<file path="src/rtl/sync_fifo_param.sv">
// sync_fifo_param
// ----------------
// Parametrised single-clock FIFO with occupancy count, almost-full/almost-empty
// flags, overflow/underflow error pulses and an optional first-word-fall-through
// read mode.
//
// Parameters:
//   DATA_WIDTH - width of din/dout
//   ADDR_WIDTH - pointer width, the FIFO holds DEPTH = 2**ADDR_WIDTH entries
//   ALF_VALUE  - alf is high while count >= ALF_VALUE (1..DEPTH)
//   ALE_VALUE  - ale is high while count <= ALE_VALUE (0..DEPTH-1)
//   FWFT       - 0: dout loaded one cycle after a read, 1: dout shows the head entry
//
// Ports:
//   clk       - clock, everything happens on the rising edge
//   reset     - synchronous active-high reset
//   din       - write data
//   write     - write request
//   read      - read request
//   dout      - read data
//   empty     - count == 0
//   full      - count == DEPTH
//   ale       - almost empty
//   alf       - almost full
//   count     - current occupancy, 0..DEPTH
//   overflow  - one-cycle pulse after a rejected write
//   underflow - one-cycle pulse after a rejected read
module sync_fifo_param #(
   parameter int DATA_WIDTH = 8,
   parameter int ADDR_WIDTH = 4,
   parameter int ALF_VALUE  = 14,
   parameter int ALE_VALUE  = 2,
   parameter int FWFT       = 0
) (
   input  logic                  clk,
   input  logic                  reset,
   input  logic [DATA_WIDTH-1:0] din,
   input  logic                  write,
   input  logic                  read,
   output logic [DATA_WIDTH-1:0] dout,
   output logic                  empty,
   output logic                  full,
   output logic                  ale,
   output logic                  alf,
   output logic [ADDR_WIDTH:0]   count,
   output logic                  overflow,
   output logic                  underflow
);

   localparam int DEPTH = 1 << ADDR_WIDTH;

   localparam logic [ADDR_WIDTH:0]   DEPTH_CNT  = (ADDR_WIDTH+1)'(DEPTH);
   localparam logic [ADDR_WIDTH:0]   ALF_THRESH = (ADDR_WIDTH+1)'(ALF_VALUE);
   localparam logic [ADDR_WIDTH:0]   ALE_THRESH = (ADDR_WIDTH+1)'(ALE_VALUE);
   localparam logic [ADDR_WIDTH:0]   CNT_ONE    = (ADDR_WIDTH+1)'(1);
   localparam logic [ADDR_WIDTH-1:0] PTR_ONE    = ADDR_WIDTH'(1);

   // Thresholds outside the legal range would make alf/ale meaningless,
   // so refuse to elaborate rather than build a silently broken FIFO.
   if (ALF_VALUE > DEPTH || ALF_VALUE < 1 || ALE_VALUE >= DEPTH || ALE_VALUE < 0) begin : g_bad_params
      $fatal(1, "sync_fifo_param: ALF_VALUE must be 1..DEPTH and ALE_VALUE 0..DEPTH-1");
   end

   logic [DATA_WIDTH-1:0] mem [DEPTH];

   logic [ADDR_WIDTH-1:0] wr_ptr;
   logic [ADDR_WIDTH-1:0] rd_ptr;
   logic [ADDR_WIDTH-1:0] wr_ptr_next;
   logic [ADDR_WIDTH-1:0] rd_ptr_next;
   logic [ADDR_WIDTH:0]   count_next;
   logic                  wr_en;
   logic                  rd_en;
   logic [DATA_WIDTH-1:0] head_data;

   // Accept logic and next-state bookkeeping. A write into a full FIFO is
   // still taken when a read frees a slot on the same edge; a read of an
   // empty FIFO is always refused, even if a write arrives alongside it.
   // head_data is the entry that will sit at the head after this edge,
   // bypassing the memory when that entry is the one being written now.
   always_comb begin
      rd_en       = read & ~empty;
      wr_en       = write & (~full | rd_en);
      wr_ptr_next = wr_ptr;
      rd_ptr_next = rd_ptr;
      count_next  = count;
      if (wr_en) begin
         wr_ptr_next = wr_ptr + PTR_ONE;
      end
      if (rd_en) begin
         rd_ptr_next = rd_ptr + PTR_ONE;
      end
      case ({wr_en, rd_en})
         2'b10:   count_next = count + CNT_ONE;
         2'b01:   count_next = count - CNT_ONE;
         default: count_next = count;
      endcase
      if (wr_en && (rd_ptr_next == wr_ptr)) begin
         head_data = din;
      end else begin
         head_data = mem[rd_ptr_next];
      end
   end

   // Storage array. It is deliberately not cleared on reset; the pointers
   // and count going back to zero are enough to discard its contents.
   // A write presented together with reset must not land in memory.
   always_ff @(posedge clk) begin
      if (!reset && wr_en) begin
         mem[wr_ptr] <= din;
      end
   end

   // Pointer, occupancy and status registers. The flags are derived from
   // count_next so they move on the same edge as count instead of a cycle
   // later. Error pulses last one cycle because they are recomputed on
   // every edge.
   always_ff @(posedge clk) begin
      if (reset) begin
         wr_ptr    <= '0;
         rd_ptr    <= '0;
         count     <= '0;
         empty     <= 1'b1;
         full      <= 1'b0;
         ale       <= 1'b1;
         alf       <= 1'b0;
         overflow  <= 1'b0;
         underflow <= 1'b0;
      end else begin
         wr_ptr    <= wr_ptr_next;
         rd_ptr    <= rd_ptr_next;
         count     <= count_next;
         empty     <= (count_next == '0);
         full      <= (count_next == DEPTH_CNT);
         ale       <= (count_next <= ALE_THRESH);
         alf       <= (count_next >= ALF_THRESH);
         overflow  <= write & ~wr_en;
         underflow <= read & ~rd_en;
      end
   end

   // Read data register. In standard mode it captures the popped entry, so
   // data follows the read by one cycle. In FWFT mode it always tracks the
   // next head entry, so a word written into an empty FIFO is visible one
   // cycle later without a read. Both modes hold the last word once the
   // FIFO runs empty.
   always_ff @(posedge clk) begin
      if (reset) begin
         dout <= '0;
      end else if (FWFT != 0) begin
         if (count_next != '0) begin
            dout <= head_data;
         end
      end else begin
         if (rd_en) begin
            dout <= mem[rd_ptr];
         end
      end
   end

endmodule

</file>
<file path="config.mk">
export PLATFORM = sky130hd
export DESIGN_NAME = sync_fifo_param
export DESIGN_NICKNAME = d
export VERILOG_FILES = /design/src/rtl/sync_fifo_param.sv
export SDC_FILE = /design/constraint.sdc
export NUM_CORES = 1
export LEC_CHECK = 0
export CAP_MARGIN = 20
export CORE_UTILIZATION = 63
export DETAILED_ROUTE_END_ITERATION = 6
export DONT_BUFFER_PORTS = 1
export PLACE_DENSITY = 0.78
export SLEW_MARGIN = 20
export SYNTH_ARGS = -nofsm -noshare
export SYNTH_HDL_FRONTEND = slang
export SYNTH_SLANG_ARGS = --single-unit
</file>
<file path="constraint.sdc">
create_clock -name clk -period 3.5 [get_ports clk]
set_clock_uncertainty 0.05 [all_clocks]
set_input_delay 0.7 -clock clk [delete_from_list [all_inputs] [get_ports clk]]
set_output_delay 0.7 -clock clk [all_outputs]
set_load 0.01 [all_outputs]
</file>
After elaboration in Yosys (flattened, before gate mapping)

Memories as Yosys holds them, arrays and structs flattened. A register that Yosys moved wholly into a read port is not among the register bits.
Cells that the tools add are included.

Memories: 1
Output and inout bits: 19
Bits of input ports: 12
Register bits: 19
RAM bits: 128

Memories:

| name | depth | bits a word | read ports | clocked after memory_dff | write ports | RTL line | RTL |
|---|---|---|---|---|---|---|---|
| mem  | 16    | 8           | 1          | 1                        | 1           | 64       | `logic [DATA_WIDTH-1:0] mem [DEPTH];` |

Magnitude comparators: 2
$add $sub $neg: 4
Reduce and logical (&&, ||, !) cells: 3
Bitwise logic cells: 9
Equality and inequality tests: 3
Mux-type cells: 3

Operators with widths:

| operator                                                               | number |
|---|---|
| 5-bit one-hot mux with 2 select lines                                  | 1 |
| 4-bit by 1-bit adder with 4-bit output (second input constant)         | 2 |
| 5-bit by 1-bit adder with 5-bit output (second input constant)         | 1 |
| 5-bit == test (second input constant)                                  | 1 |
| 5-bit by 4-bit >= comparator with 1-bit output (second input constant) | 1 |
| 5-bit by 2-bit <= comparator with 1-bit output (second input constant) | 1 |
| 5-bit zero test                                                        | 1 |
| 5-bit by 1-bit subtractor with 5-bit output (second input constant)    | 1 |
| 1-bit AND                                                              | 4 |
| 1-bit inverter                                                         | 4 |
| 2-bit by 1-bit == test with 1-bit output (second input constant)       | 1 |
| 2-bit == test (second input constant)                                  | 1 |
| 1-bit two-way mux                                                      | 2 |
| 1-bit logical AND                                                      | 1 |
| 1-bit zero test                                                        | 1 |
| 1-bit OR                                                               | 1 |

Logic depth before layout (Yosys ltp)

Gate-level depths: netlist of run 1.

Depth in word-level cells: 7
Mapped depth: 11

Least setup slack after synthesis of run 1

OpenSTA, ideal clock, no wires.

Kind: input port to flip-flop
Start: input read
End: register ale
Cell stages on the path: 11
Setup slack: 0.605 ns
Setup time: 0.116 ns
Arrival: 2.729 ns
Path buffers: 1
Required time: 3.334 ns
Cell sequence: nand2b_1 -> buf_2 -> inv_1 -> ha_1 -> xor2_1 -> ha_1 -> and3b_1 -> a21oi_1 -> o41ai_2 -> mux2_2 -> a41o_1

Cells in the longest elaborated chain, start to end: 6
Elaborated cells on any way between the ends: 7
Classes of those cells: order compare (1); eq/ne (2); mux (1); bitwise (3)

RTL lines:

| what                                                                      | RTL line | RTL |
|---|---|---|
| from (decl)                                                               | 39       | `input logic read,` |
| 1-bit AND (*)                                                             | 81       | `rd_en = read & ~empty;` |
| via rd_en                                                                 | 72       | `logic rd_en;` |
| 1-bit OR                                                                  | 82       | `wr_en = write & (~full \| rd_en);` |
| 1-bit AND                                                                 | 82       |  |
| 2-bit by 1-bit == test with 1-bit output or 2-bit == test (tied branches) | 92       | `case ({wr_en, rd_en})` |
| 5-bit one-hot mux with 2 select lines (*)                                 | 92       |  |
| 5-bit by 2-bit <= comparator with 1-bit output (*)                        | 134      | `ale <= (count_next <= ALE_THRESH);` |
| to (signal assigned)                                                      | 134      |  |
| to (decl)                                                                 | 43       | `output logic ale,` |

The timed path passes the listed nets; every way through them passes the cells marked *.
A chain may end at the register's enable or synchronous reset.

Worst setup path in the final report of run 1

Start: register empty
End: register ale

Cells in the longest elaborated chain, start to end: 7
Elaborated cells on any way between the ends: 8
Classes of those cells: order compare (1); eq/ne (2); mux (1); bitwise (4)

RTL lines:

| what                                                                      | RTL line | RTL |
|---|---|---|
| from (decl)                                                               | 41       | `output logic empty,` |
| from (signal assigned)                                                    | 132      | `empty <= (count_next == '0);` |
| 1-bit inverter (*)                                                        | 81       |  |
| 1-bit AND (*)                                                             | 81       |  |
| 1-bit OR                                                                  | 82       |  |
| 1-bit AND                                                                 | 82       |  |
| 2-bit by 1-bit == test with 1-bit output or 2-bit == test (tied branches) | 92       |  |
| 5-bit one-hot mux with 2 select lines (*)                                 | 92       |  |
| 5-bit by 2-bit <= comparator with 1-bit output (*)                        | 134      |  |

Every way passes the cells marked *; elsewhere a longest branch is shown, timed or not.

==> results of run 1 <==
cell type report:
class | instances | share of cell area
Timing Repair Buffer | 8 | 0.0105
Multi-Input combinational cell | 178 | 0.241
Sequential cell | 155 | 0.636
Tap cell | 129 | 0.0234
Clock inverter | 15 | 0.0269
Clock buffer | 17 | 0.0601
Inverter | 4 | 0.00218
placed cells by master, fill, tap and decap left out, types with 3 or more instances in the layout:
cell type                   count
sky130_fd_sc_hd__clkbuf_16     16
sky130_fd_sc_hd__a21oi_1       23
sky130_fd_sc_hd__ha_1           8
sky130_fd_sc_hd__nand2b_1       4
sky130_fd_sc_hd__mux4_2        24
sky130_fd_sc_hd__inv_1          4
sky130_fd_sc_hd__xnor2_1        4
sky130_fd_sc_hd__clkinv_4       3
sky130_fd_sc_hd__a22oi_1       16
sky130_fd_sc_hd__nand2_1       13
sky130_fd_sc_hd__buf_4          7
sky130_fd_sc_hd__nand3_1        3
sky130_fd_sc_hd__edfxtp_1     128
sky130_fd_sc_hd__inv_6          5
sky130_fd_sc_hd__nor3_1         5
sky130_fd_sc_hd__nor2b_1        6
sky130_fd_sc_hd__nor2_1        34
sky130_fd_sc_hd__bufinv_16      3
sky130_fd_sc_hd__mux4_1         8
sky130_fd_sc_hd__dfxtp_1       26
sky130_fd_sc_hd__xor2_1         5
report_power, final:
group	switching (mW)	internal, mW	leakage [nW]
registers	0.0762	2.06	1.37
logic	0.259	0.240	0.609
clock network	0.735	1.10	0.297
total	1.07	3.40	2.28
layer usage:
metal	share of wire	wire length (µm)
met1	0.43	4940
met2	0.48	5540
met3	0.065	750
met4	0.022	254
met5	0	0
flip-flops by register name (all words and copies together), names as in the netlist:
register,cells
ale,1
alf,1
count,5
dout,8
empty,1
full,1
mem,128
overflow,1
rd_ptr,4
underflow,1
wr_ptr,4
cells by family after synthesis:
group | count (synthesis)
buf+inv | 24
compound gates | 50
fa+ha+maj | 8
xor+xnor | 9
simple gates | 76
mux | 35
flops | 155
per-stage QoR:
stage | setup WS [ns] | total power, mW
2_1_floorplan | 0.605 | 2.57
3_3_place_gp | 0.452 | 2.66
3_5_place_dp | 0.342 | 2.66
4_1_cts | 0.511 | 4.49
5_1_grt | 0.237 | 4.62
6_report | 0.495 | 4.47
critical path, delay by kind of cell (launching register included):
kind	cells	cell delay [ns]
multiplexers	1	0.37
XOR/XNOR	1	0.21
adder cells (fa/ha/maj)	2	0.61
AO/OA/AOI/OAI	3	0.58
AND/OR/NAND/NOR	4	0.69
flip-flops	1	0.39
path summary, 6_finish.rpt:
kind,start,endpoint,slack (ns),depth (start not counted)
hold / removal,reset,full,0.19,1
setup / recovery,empty,ale,0.49,11
hold reg to reg,empty,underflow,0.44,2
setup reg to reg,empty,ale,0.49,11
==> run summary, run 1 <==
The flow ran to the end, and the final reports show no timing, DRC or antenna violations. The logs give 0.0680 for the met3 capacity usage during global routing and 0.191 ns for the final hold slack. The die outline height was 101 µm; the area of the die was 10,200 µm². The effective utilization at floorplan was 0.659; the total of buffers placed on input and output ports was 0.

The largest total area in the synthesized netlist belongs to sky130_fd_sc_hd__edfxtp_1. Synthesis produced a netlist with a net count of 377. Combinational family with the most area after synthesis: multiplexers. The later pin in the worst-skew pair is clocked with a latency of 0.52 ns. Core region area: 9370 µm². Entering global routing, the biggest net connects 36 pins.

TritonCTS built the clock tree. The detailed-route wire length per cell works out to 22.7 µm. The most used flip-flop cell after synthesis is sky130_fd_sc_hd__edfxtp_1. For the count of pins over their slew limit, the log shows 0. For the overall fraction of global-route tracks in use, the log shows 0.252. Traced cell by cell, the critical path runs through nand2b_1 -> nand2_1 -> nand2_1 -> ha_1 -> xor2_1 -> ha_1 -> and3b_1 -> a21oi_1 -> o41ai_2 -> mux2_2 -> a41o_1. The final design area excluding fillers is 6900 µm².

The run gives 0 as the number of endpoints failing setup at the final stage. The run gives 0 as the number of antenna violations at the first check in global routing. The repair_antennas step left the layout with diodes totalling 0. The adder-cell share of the synthesized area was 0.0162. The proportion of layout cells with a drive suffix above 1 came out at 0.186.

Maximum net fanout on the critical path: 8. For this run, the post-layout net count is 384. The number of global-route vias before repair is 3,191, and the deepest clock path buffer count is 2. The tools report the final hold violation count as 0. The parity-gate share of the synthesized area counting xor and xnor cells was 0.0128; the met2 layer usage reported by global route was 0.377.

The master cell of the clock root buffer is sky130_fd_sc_hd__clkbuf_8. The run gives 0 as the quantity of hold-fixing buffers added after cts. The logs give 0.352 for the met1 usage and 4 for the H-tree level count.

Synthesized area: 6180 µm². Clock-pin slew was measured on the worst setup and hold paths at 0.07 ns. The async set-reset flop share out of synthesis is 0.

31 I/O pins were placed. The logs give 155 for the count of clock tree sinks and 1660 µm² for the multi-input gate area in the final layout. In this run, post-CTS repair resized a total of 0 instances. On the critical path, the stage with the largest delay is an instance of sky130_fd_sc_hd__dfxtp_1. In this run, synthesis produced a sequential element count of 155. The via count of the routed design is 3,195.

Power spread over the standard cell area amounts to 648 nW/µm². The tools report the post-route core utilization as 0.736. The number of max-cap violations is 0.

For the worst slew slack as a fraction of its limit, the log shows 0.456. For the number of fillers in the final layout, the log shows 568. The fraction of synthesized area in multiplexers came out at 0.127. After synthesis, the mean cell area works out to 17.3 µm².

On the worst path, the slowest cell contributes a delay of 0.39 ns. The first global-routing pass estimated 17,800 µm of wire. Ranked by instance count, the synthesized netlist is headed by sky130_fd_sc_hd__edfxtp_1, sky130_fd_sc_hd__nor2_1, sky130_fd_sc_hd__dfxtp_1. Summed over all layers, the global routing overflow is 0. The final critical-path share of the clock period came out at 0.859. The synthesized-area fraction occupied by ao, oa, aoi and oai cells is 0.0535. The most common cell in the netlist was sky130_fd_sc_hd__edfxtp_1. The number of clock buffers added by TritonCTS is 17. The number of placed instances, taps included, is 474.

The first detailed-routing pass ran for 5 iterations. For the pin with the worst max-slew slack, the measured transition is 0.813 ns. The tools report the area of all sequential standard cells as 4390 µm².

The path class of the tightest hold or removal check is in -> reg. The placed instances occupy a cell area of 6300 µm². Compared with the post-synthesis result, the final layout area differs by 11.6%.

Maximum vdd ir drop: 0.000396 V. The global routing stage identified its most utilized layer as met2. The leakage power total is 2.28 nW. The top-area cell type share of the netlist area works out to 0.622. The logs give 0 ns for the total negative slack for setup checks and 6880 µm for the HPWL after detailed placement. The simple logic cell fraction of the synthesized area is 0.0601, and the share of synthesized area occupied by flip-flops and latches is 0.709. For this run, design rule violations remaining after detail routing come to 0. Post-route minimum period: 3.01 ns.

The filler-free cell count of the finished design was 506. From left edge to right edge, the die measures 101 µm. The logs give 3.37 ns for the arrival time of data at the critical path endpoint and 43 for the number of library cell types mapped by synthesis. The detailed router finished its first iteration with 233 violations. After clock tree synthesis, the setup repair step added 0 buffers.

The type of the setup path with the least slack was reg -> reg. Yosys mapped a number of flops with a built-in enable equal to 128. For the data required time at the worst endpoint, the log shows 3.86 ns. For this run, the top clock speed supported by timing is 0.333 GHz.

In this run the remaining antenna-violating nets after routing total 0. In the synthesized netlist, the number of instances is 357. Sorting the synthesized cells by area gives the leading types as sky130_fd_sc_hd__edfxtp_1, sky130_fd_sc_hd__dfxtp_1, sky130_fd_sc_hd__mux4_2, sky130_fd_sc_hd__mux4_1, sky130_fd_sc_hd__nor2_1.

Setup repair after global routing left no endpoint under its margin. The routed design has 11,500 µm of wire. The floorplan has 35 rows. In the routed layout, each cell is associated on average with a via count of 6.31. For the final estimated routing congestion in global placement, the log shows 0.785. The tools report the startpoint class of the critical path as a flip-flop. STA classifies the critical path endpoint as a flip-flop. The tools report the count of warnings emitted by yosys as 0.
Note: power is estimated with default switching activity, not from simulation.
==> run 2, diff against run 1 <==
--- a/config.mk
+++ b/config.mk
@@ -10,7 +10,7 @@
 export DETAILED_ROUTE_END_ITERATION = 6
 export DONT_BUFFER_PORTS = 1
 export PLACE_DENSITY = 0.78
-export SLEW_MARGIN = 20
+export SLEW_MARGIN = 10
 export SYNTH_ARGS = -nofsm -noshare
 export SYNTH_HDL_FRONTEND = slang
 export SYNTH_SLANG_ARGS = --single-unit
==> constraint.sdc (replaced) <==
create_clock -name clk -period 3.3 [get_ports clk]
set_clock_uncertainty 0.05 [all_clocks]
set_input_delay 0.66 -clock clk [delete_from_list [all_inputs] [get_ports clk]]
set_output_delay 0.66 -clock clk [all_outputs]
set_load 0.01 [all_outputs]
==> run 2 against run 1 <==
First-iteration DRC count rose by 19%. Sequential share of layout area rose by 0.15 points. Utilization fell by 0.17 points. Wire length rose by 2.6%. Global-route usage rose by 0.58 points. Flip-flop and latch count did not move.
==> run summary, run 2 (synthesis gave the netlist of run 1 again) <==
The core region area is 9370 µm² (unchanged), and the data required time at the worst endpoint is 3.67 ns (-0.19 ns). The die outline height is 101 µm (unchanged), and the number of setup buffers added after CTS is 0 (unchanged). The arrival time of data at the critical path endpoint is 3.27 ns (-0.10 ns), and the deepest clock path buffer count is 2 (unchanged). The slack of the worst reg-to-reg path is 0.39 ns (-0.10 ns), and the total of buffers placed on input and output ports is 0 (unchanged).

The logs give 0.659 (unchanged) for the effective utilization at floorplan and 5 (unchanged) for the number of iterations in the first detailed-routing pass. For the leakage power total, the log shows 2.27 nW (-0.27%). The tools report the post-route core utilization as 0.734 (-0.00174). The post-route minimum period is 2.91 ns (-0.0996 ns).

Compared with the post-synthesis result, the final layout area differs by 11.3%. The logs give 0.000448 V (+13%) for the maximum vdd ir drop and 0.449 (-0.00734) for the worst slew slack as a fraction of its limit. The instance count along the most critical hold path was 1 (unchanged). The area of the die came out at 10,200 µm² (unchanged).

The largest registers in the layout are mem: 128 flops, dout: 8 flops, count: 5 flops. The run gives 17 (unchanged) as the number of clock buffers inserted by TritonCTS. Number of antenna violations at the first check in global routing: 0 (unchanged). The count of clock tree sinks was 155 (unchanged).

The final critical-path share of the clock period is 0.880 (+0.0219). The number of flip-flops under the largest register name is 128 (unchanged). The run gives 7250 µm (+5.4%) as the HPWL after detailed placement. The critical path is of the reg -> reg type. The worst register-to-register path ends at ale.

The overall fraction of global-route tracks in use is 0.258 (+0.00581). The run gives 35 (unchanged) as the number of rows in the core area. Post-cts resize count: 0 (unchanged). For the quantity of hold-fixing buffers added after cts, the log shows 0 (unchanged). Leaving out fill and tap cells, the most frequent cells in the layout are sky130_fd_sc_hd__edfxtp_1, sky130_fd_sc_hd__nor2_1, sky130_fd_sc_hd__dfxtp_1. The worst hold path terminates at rd_ptr[0]. In this run the worst hold path is classified as in -> reg. The maximum net fanout on the critical path came out at 8 (unchanged). In this run the clock root is driven by a sky130_fd_sc_hd__clkbuf_8. The register ranked first by flip-flop count was mem. The via count normalized by instance count is 6.22 (-1.4%), and the final estimated routing congestion in global placement is 0.801 (+2.1%). Setup repair after global routing left no endpoint under its margin. Number of global-route vias before repair: 3,193 (+0.063%). The proportion of layout cells with a drive suffix above 1 works out to 0.191 (+0.00492).

For the total routed wirelength, the log shows 11,800 µm (+2.6%). The worst register-to-register path begins at empty. The wire length of the first global-routing pass is 18,100 µm (+1.7%). The cell depth of the worst flop-to-flop path works out to 11 (unchanged).

Number of nets in the layout: 390 (+1.6%). The tools report the maximum achievable frequency as 0.344 GHz (+3.4%). The run finished with clean final reports.

The initial detailed-routing violation count is 277 (+19%). For the number of endpoints failing setup at the final stage, the log shows 0 (unchanged). TritonCTS built the clock tree.

The number of routed nets with antenna violations is 0 (unchanged). The diode insertion count for antenna repair is 0 (unchanged). The CTS clock-pin slew for the worst setup and hold paths is 0.06 ns (about the same), and the multi-input gate area in the final layout is 1660 µm² (unchanged). The tools report the total DRC errors in the routed layout as 0 (unchanged). The final hold violation count came out at 0 (unchanged). The transition time at the pin with the least slew margin was 0.824 ns (+0.0110 ns); the H-tree level count was 4 (unchanged). Detailed-route wire length per cell: 23.0 µm (+1.4%).

The power density normalized to cell area came out at 661 nW/µm² (+2.1%). The worst setup path is captured at a flip-flop. The startpoint class of the critical path is a flip-flop.

Largest net degree at the start of global routing: 36 (unchanged). Top-level I/O count: 31 (unchanged). The startpoint identified for the worst hold timing path is reset. The x dimension of the die works out to 101 µm (unchanged). The tools report the number of fillers in the final layout as 577 (+1.6%). The count of pins over their slew limit is 0 (unchanged), and the number of max-cap violations is 0 (unchanged).

The total negative slack for setup checks was 0 ns (unchanged); the via count of the routed design was 3,187 (-0.25%). Most common cell after layout, fill and taps aside: sky130_fd_sc_hd__edfxtp_1. The run gives 0.52 ns (about the same) as the clock insertion delay at the later pin of the skew report.

The tools report the total overflow reported by the global router as 0 (unchanged). The area of all sequential standard cells was 4390 µm² (unchanged).
## run 2: cell types whose count changed in the layout (fill, tap and decap cells not counted), sizes merged
cell / change
clkbuf: +1
bufinv: -2
inv: -3
clkinvlp: +2
buf: +6
clkinv: +2
## run 2: worst max path at each step
| stage | from | end | slack [ns] | cells after the start |
|---|---|---|---|---|
| final | empty | ale | 0.39 | 11 |
| after global routing | empty | ale | 0.19 | 11 |
| after CTS | empty | ale | 0.40 | 11 |
| after detailed placement | read | ale | 0.23 | 11 |
| after global placement | read | ale | 0.30 | 11 |
| after floorplan | read | ale | 0.44 | 11 |
## run 2: per-stage QoR
step	instance area (µm²)	power (mW)	std cells	setup WS [ns]	hold WS [ns]
6_report	6880	4.55	512	0.394	0.151
5_1_grt	6880	4.72	512	0.194	0.120
4_1_cts	6880	4.57	512	0.400	0.128
3_5_place_dp	6340	2.83	480	0.226	0.447
3_3_place_gp	6340	2.82	480	0.304	0.435
2_1_floorplan	6180	2.73	357	0.445	0.411
## run 2: layer usage
| metal | wire [µm] | vias to the layer above | global-route usage |
|---|---|---|---|
| met3 | 992 | 15 | 0.0700 |
| met4 | 233 | 0 | 0.115 |
| met1 | 4960 | 1593 | 0.369 |
| li1 | - | 1435 | - |
| met2 | 5610 | 144 | 0.377 |
| met5 | 0 | - | 0 |
## run 2: final cells by class
type	instances	area share
Multi-Input combinational cell	178	0.242
Tap cell	129	0.0235
Sequential cell	155	0.637
Clock buffer	18	0.0607
Clock inverter	14	0.0175
Inverter	4	0.00218
Timing Repair Buffer	14	0.0171
## run 2: power breakdown
| group | leakage [nW] | switching [mW] | internal, mW | total (mW) |
|---|---|---|---|---|
| Clock | 0.259 | 0.753 | 0.999 | 1.75 |
| Combinational | 0.641 | 0.259 | 0.258 | 0.517 |
| Sequential | 1.37 | 0.0984 | 2.18 | 2.28 |
| Total | 2.27 | 1.11 | 3.44 | 4.55 |
## run 2: critical path, stage by stage, from the launching register on
cell and delay, ns:
sky130_fd_sc_hd__dfxtp_1 0.40, sky130_fd_sc_hd__nand2b_1 0.18, sky130_fd_sc_hd__nand2_1 0.12, sky130_fd_sc_hd__nand2_1 0.21, sky130_fd_sc_hd__ha_1 0.32, sky130_fd_sc_hd__xor2_1 0.18, sky130_fd_sc_hd__ha_1 0.22, sky130_fd_sc_hd__and3b_1 0.18
sky130_fd_sc_hd__a21oi_1 0.05, sky130_fd_sc_hd__o41ai_2 0.31, sky130_fd_sc_hd__mux2_2 0.38, sky130_fd_sc_hd__a41o_1 0.23
==> run 3, diff against run 2 <==
--- a/config.mk
+++ b/config.mk
@@ -6,11 +6,11 @@
 export NUM_CORES = 1
 export LEC_CHECK = 0
 export CAP_MARGIN = 20
-export CORE_UTILIZATION = 63
+export CORE_UTILIZATION = 55
 export DETAILED_ROUTE_END_ITERATION = 6
 export DONT_BUFFER_PORTS = 1
-export PLACE_DENSITY = 0.78
-export SLEW_MARGIN = 10
+export PLACE_DENSITY = 0.69
+export SLEW_MARGIN = 20
 export SYNTH_ARGS = -nofsm -noshare
 export SYNTH_HDL_FRONTEND = slang
 export SYNTH_SLANG_ARGS = --single-unit
==> run 3 against run 2 <==
Wire length fell by 0.28%. Die area rose by 14%. Sequential power barely moved. Via count fell by 0.88%. Highest routed layer unchanged. Largest power group unchanged. Sequential share of layout area fell by 1.1 points. Utilization fell by 9.1 points.
==> run summary, run 3 (synthesis gave the netlist of run 1 again) <==
The run finished with clean final reports. The total of buffers placed on input and output ports came out at 0 (unchanged). The worst stage delay on the critical path is 0.40 ns (about the same). Ranked by flip-flop count, first place goes to mem.

The run gives 155 (unchanged) as the count of clock tree sinks. Final hold violation count: 0 (unchanged). The via count of the routed design is 3,159 (-0.88%).

The tools report the endpoint type of the worst setup path as a flip-flop. The slack of the worst reg-to-reg path was 0.29 ns (-0.11 ns); the die outline height was 108 µm (+6.9%). The number of setup buffers added after CTS is 0 (unchanged), and the final critical-path share of the clock period is 0.913 (+0.0329).

The logs give 31 (unchanged) for the top-level I/O count and 7560 µm (+4.2%) for the HPWL after detailed placement. The slowest stage of the critical path belongs to the cell sky130_fd_sc_hd__dfxtp_1. The run gives 11,700 µm² (+14%) as the area of the die. The critical path starts at empty.

For the total negative slack for setup checks, the log shows 0 ns (unchanged). Number of clock buffers inserted by TritonCTS: 17 (unchanged). Arrival time of data at the critical path endpoint: 3.40 ns (+0.13 ns). Relative to the synthesized area, the layout overhead comes to 13.3%.

For the clock insertion delay at the later pin of the skew report, the log shows 0.55 ns (+0.03 ns). For the H-tree level count, the log shows 4 (unchanged). The CTS clock-pin slew for the worst setup and hold paths was 0.06 ns (about the same); the quantity of hold-fixing buffers added after cts was 0 (unchanged). The maximum net fanout on the critical path is 8 (unchanged). Reg-to-reg critical path startpoint: empty.

For the number of fillers in the final layout, the log shows 757 (+31%). The number of global-route vias before repair is 3,286 (+2.9%), and the post-route minimum period is 3.01 ns (+0.109 ns). Proportion of layout cells with a drive suffix above 1: 0.202 (+0.0114). The leakage power total is 2.34 nW (+2.8%), and the total overflow reported by the global router is 0 (unchanged).

The run gives 0 (unchanged) as the diode insertion count for antenna repair. The area of all sequential standard cells was 4390 µm² (unchanged); the number of antenna violations at the first check in global routing was 0 (unchanged). The run gives 0 (unchanged) as the number of routed nets with antenna violations. Traced cell by cell, the critical path runs through nand2b_1 -> nand2_1 -> nand2_1 -> ha_1 -> xor2_1 -> ha_1 -> and3b_1 -> a21oi_1 -> o41ai_2 -> mux2_2 -> a41o_1. The transition time at the pin with the least slew margin came out at 0.770 ns (-0.0539 ns).

The largest registers in the layout are mem: 128 flops, dout: 8 flops, count: 5 flops. The worst setup path is of the reg -> reg kind. The number of rows in the core area is 38 (+8.6%), and the largest net degree at the start of global routing is 28 (-22%). The run gives 3.69 ns (+0.02 ns) as the data required time at the worst endpoint. The via count normalized by instance count is 5.95 (-4.4%), and the final estimated routing congestion in global placement is 0.759 (-5.2%). The wire length of the first global-routing pass was 18,400 µm (+1.6%); the core region area was 10,900 µm² (+16%). Count of pins over their slew limit: 0 (unchanged). Among cell families on the critical path, the largest total delay comes from simple AND/OR/NAND/NOR gates. The run gives 0 (unchanged) as the total DRC errors in the routed layout.

Clock tree synthesis selected as its root buffer the cell sky130_fd_sc_hd__clkbuf_8. The number of max-cap violations was 0 (unchanged). The min-delay analysis places its worst path in the category in -> reg. The worst slack at placement came out at 0.149 ns (-0.0771 ns). For the post-cts resize count, the log shows 0 (unchanged).

The overall power is 4.74 mW (+4.1%). The worst slew slack as a fraction of its limit was 0.485 (+0.0369). The startpoint class of the critical path is a flip-flop. The number of iterations in the first detailed-routing pass is 4 (-1).

Deepest clock path buffer count: 2 (unchanged). The power density normalized to cell area is 677 nW/µm² (+2.3%). TritonCTS built the clock tree. The detailed-route wire length per cell was 22.1 µm (-3.8%); the x dimension of the die was 108 µm (+6.9%). Number of flip-flops under the largest register name: 128 (unchanged). Setup repair after global routing left no endpoint under its margin.

The run gives 0.000545 V (+22%) as the maximum vdd ir drop. The overall fraction of global-route tracks in use was 0.227 (-0.0307); the number of nets in the layout was 398 (+2.1%). The run gives 11,800 µm (-0.28%) as the total routed wirelength. The maximum achievable frequency is 0.332 GHz (-3.6%). The buffers plus inverters on the worst setup path came out at 0 (unchanged). The initial detailed-routing violation count is 330 (+19%). The minimum setup slack in the final design is 0.286 ns (-0.109 ns).

The top cell types in the final layout, fill and taps aside, are sky130_fd_sc_hd__edfxtp_1, sky130_fd_sc_hd__nor2_1, sky130_fd_sc_hd__dfxtp_1. The effective utilization at floorplan was 0.568 (-0.0918); the multi-input gate area in the final layout was 1660 µm² (unchanged). The tools report the beginning of the worst hold path as reset. Leaving out fill and tap cells, the most frequent cell in the layout is sky130_fd_sc_hd__edfxtp_1.

The run gives 0 (unchanged) as the number of endpoints failing setup at the final stage.
-- run 3: changes by cell type in the layout (fill, tap and decap cells not counted) --
cell	previous run	this run
sky130_fd_sc_hd__clkbuf_1	1	3
sky130_fd_sc_hd__clkinv_4	4	3
sky130_fd_sc_hd__buf_12	1	0
sky130_fd_sc_hd__bufinv_16	1	4
sky130_fd_sc_hd__clkinvlp_2	1	0
sky130_fd_sc_hd__clkinv_2	1	0
sky130_fd_sc_hd__clkinvlp_4	1	2
sky130_fd_sc_hd__buf_4	13	22
sky130_fd_sc_hd__inv_6	3	0
-- run 3: cell type report --
class                           instances  share of cell area
Clock buffer                           20              0.0608
Inverter                                4             0.00214
Sequential cell                       155               0.626
Multi-Input combinational cell        178               0.237
Timing Repair Buffer                   22              0.0236
Clock inverter                         12              0.0247
Tap cell                              140              0.0250
-- run 3: worst reg2reg max path, delay by kind of cell, from the launching register on --
kind | cells | cell delay (ns)
AOI/OAI and AO/OA | 3 | 0.60
xor gates and xnor gates | 1 | 0.19
adders and majority gates | 2 | 0.58
DFF | 1 | 0.40
muxes | 1 | 0.38
and+or+nand+nor | 4 | 0.71
-- run 3: per-layer routing --
layer | routed length, µm | share of wire | vias to the layer above | track usage
li1 | - | - | 1453 | -
met1 | 5060 | 0.43 | 1591 | 0.316
met2 | 5590 | 0.48 | 107 | 0.340
met3 | 996 | 0.085 | 8 | 0.0723
met4 | 111 | 0.0094 | 0 | 0.0822
met5 | 0 | 0 | - | 0
-- run 3: worst paths after layout --
kind	endpoint	cells after the start
min reg2reg	underflow	2
max	ale	11
min	rd_ptr[0]	1
max reg2reg	ale	11
-- run 3: through the flow --
stage,cells,area (µm²),hold slack [ns],utilization
after floorplan,357,6180,0.411,-
after global placement,499,6400,0.441,0.588
after detailed placement,499,6400,0.433,0.588
after CTS,531,7000,0.112,0.643
after global routing,531,7000,0.118,0.643
final,531,7000,0.127,0.643
-- run 3: power by group --
part	internal (mW)	switching, mW
Sequential	2.18	0.0796
Combinational	0.254	0.268
Clock	1.22	0.731
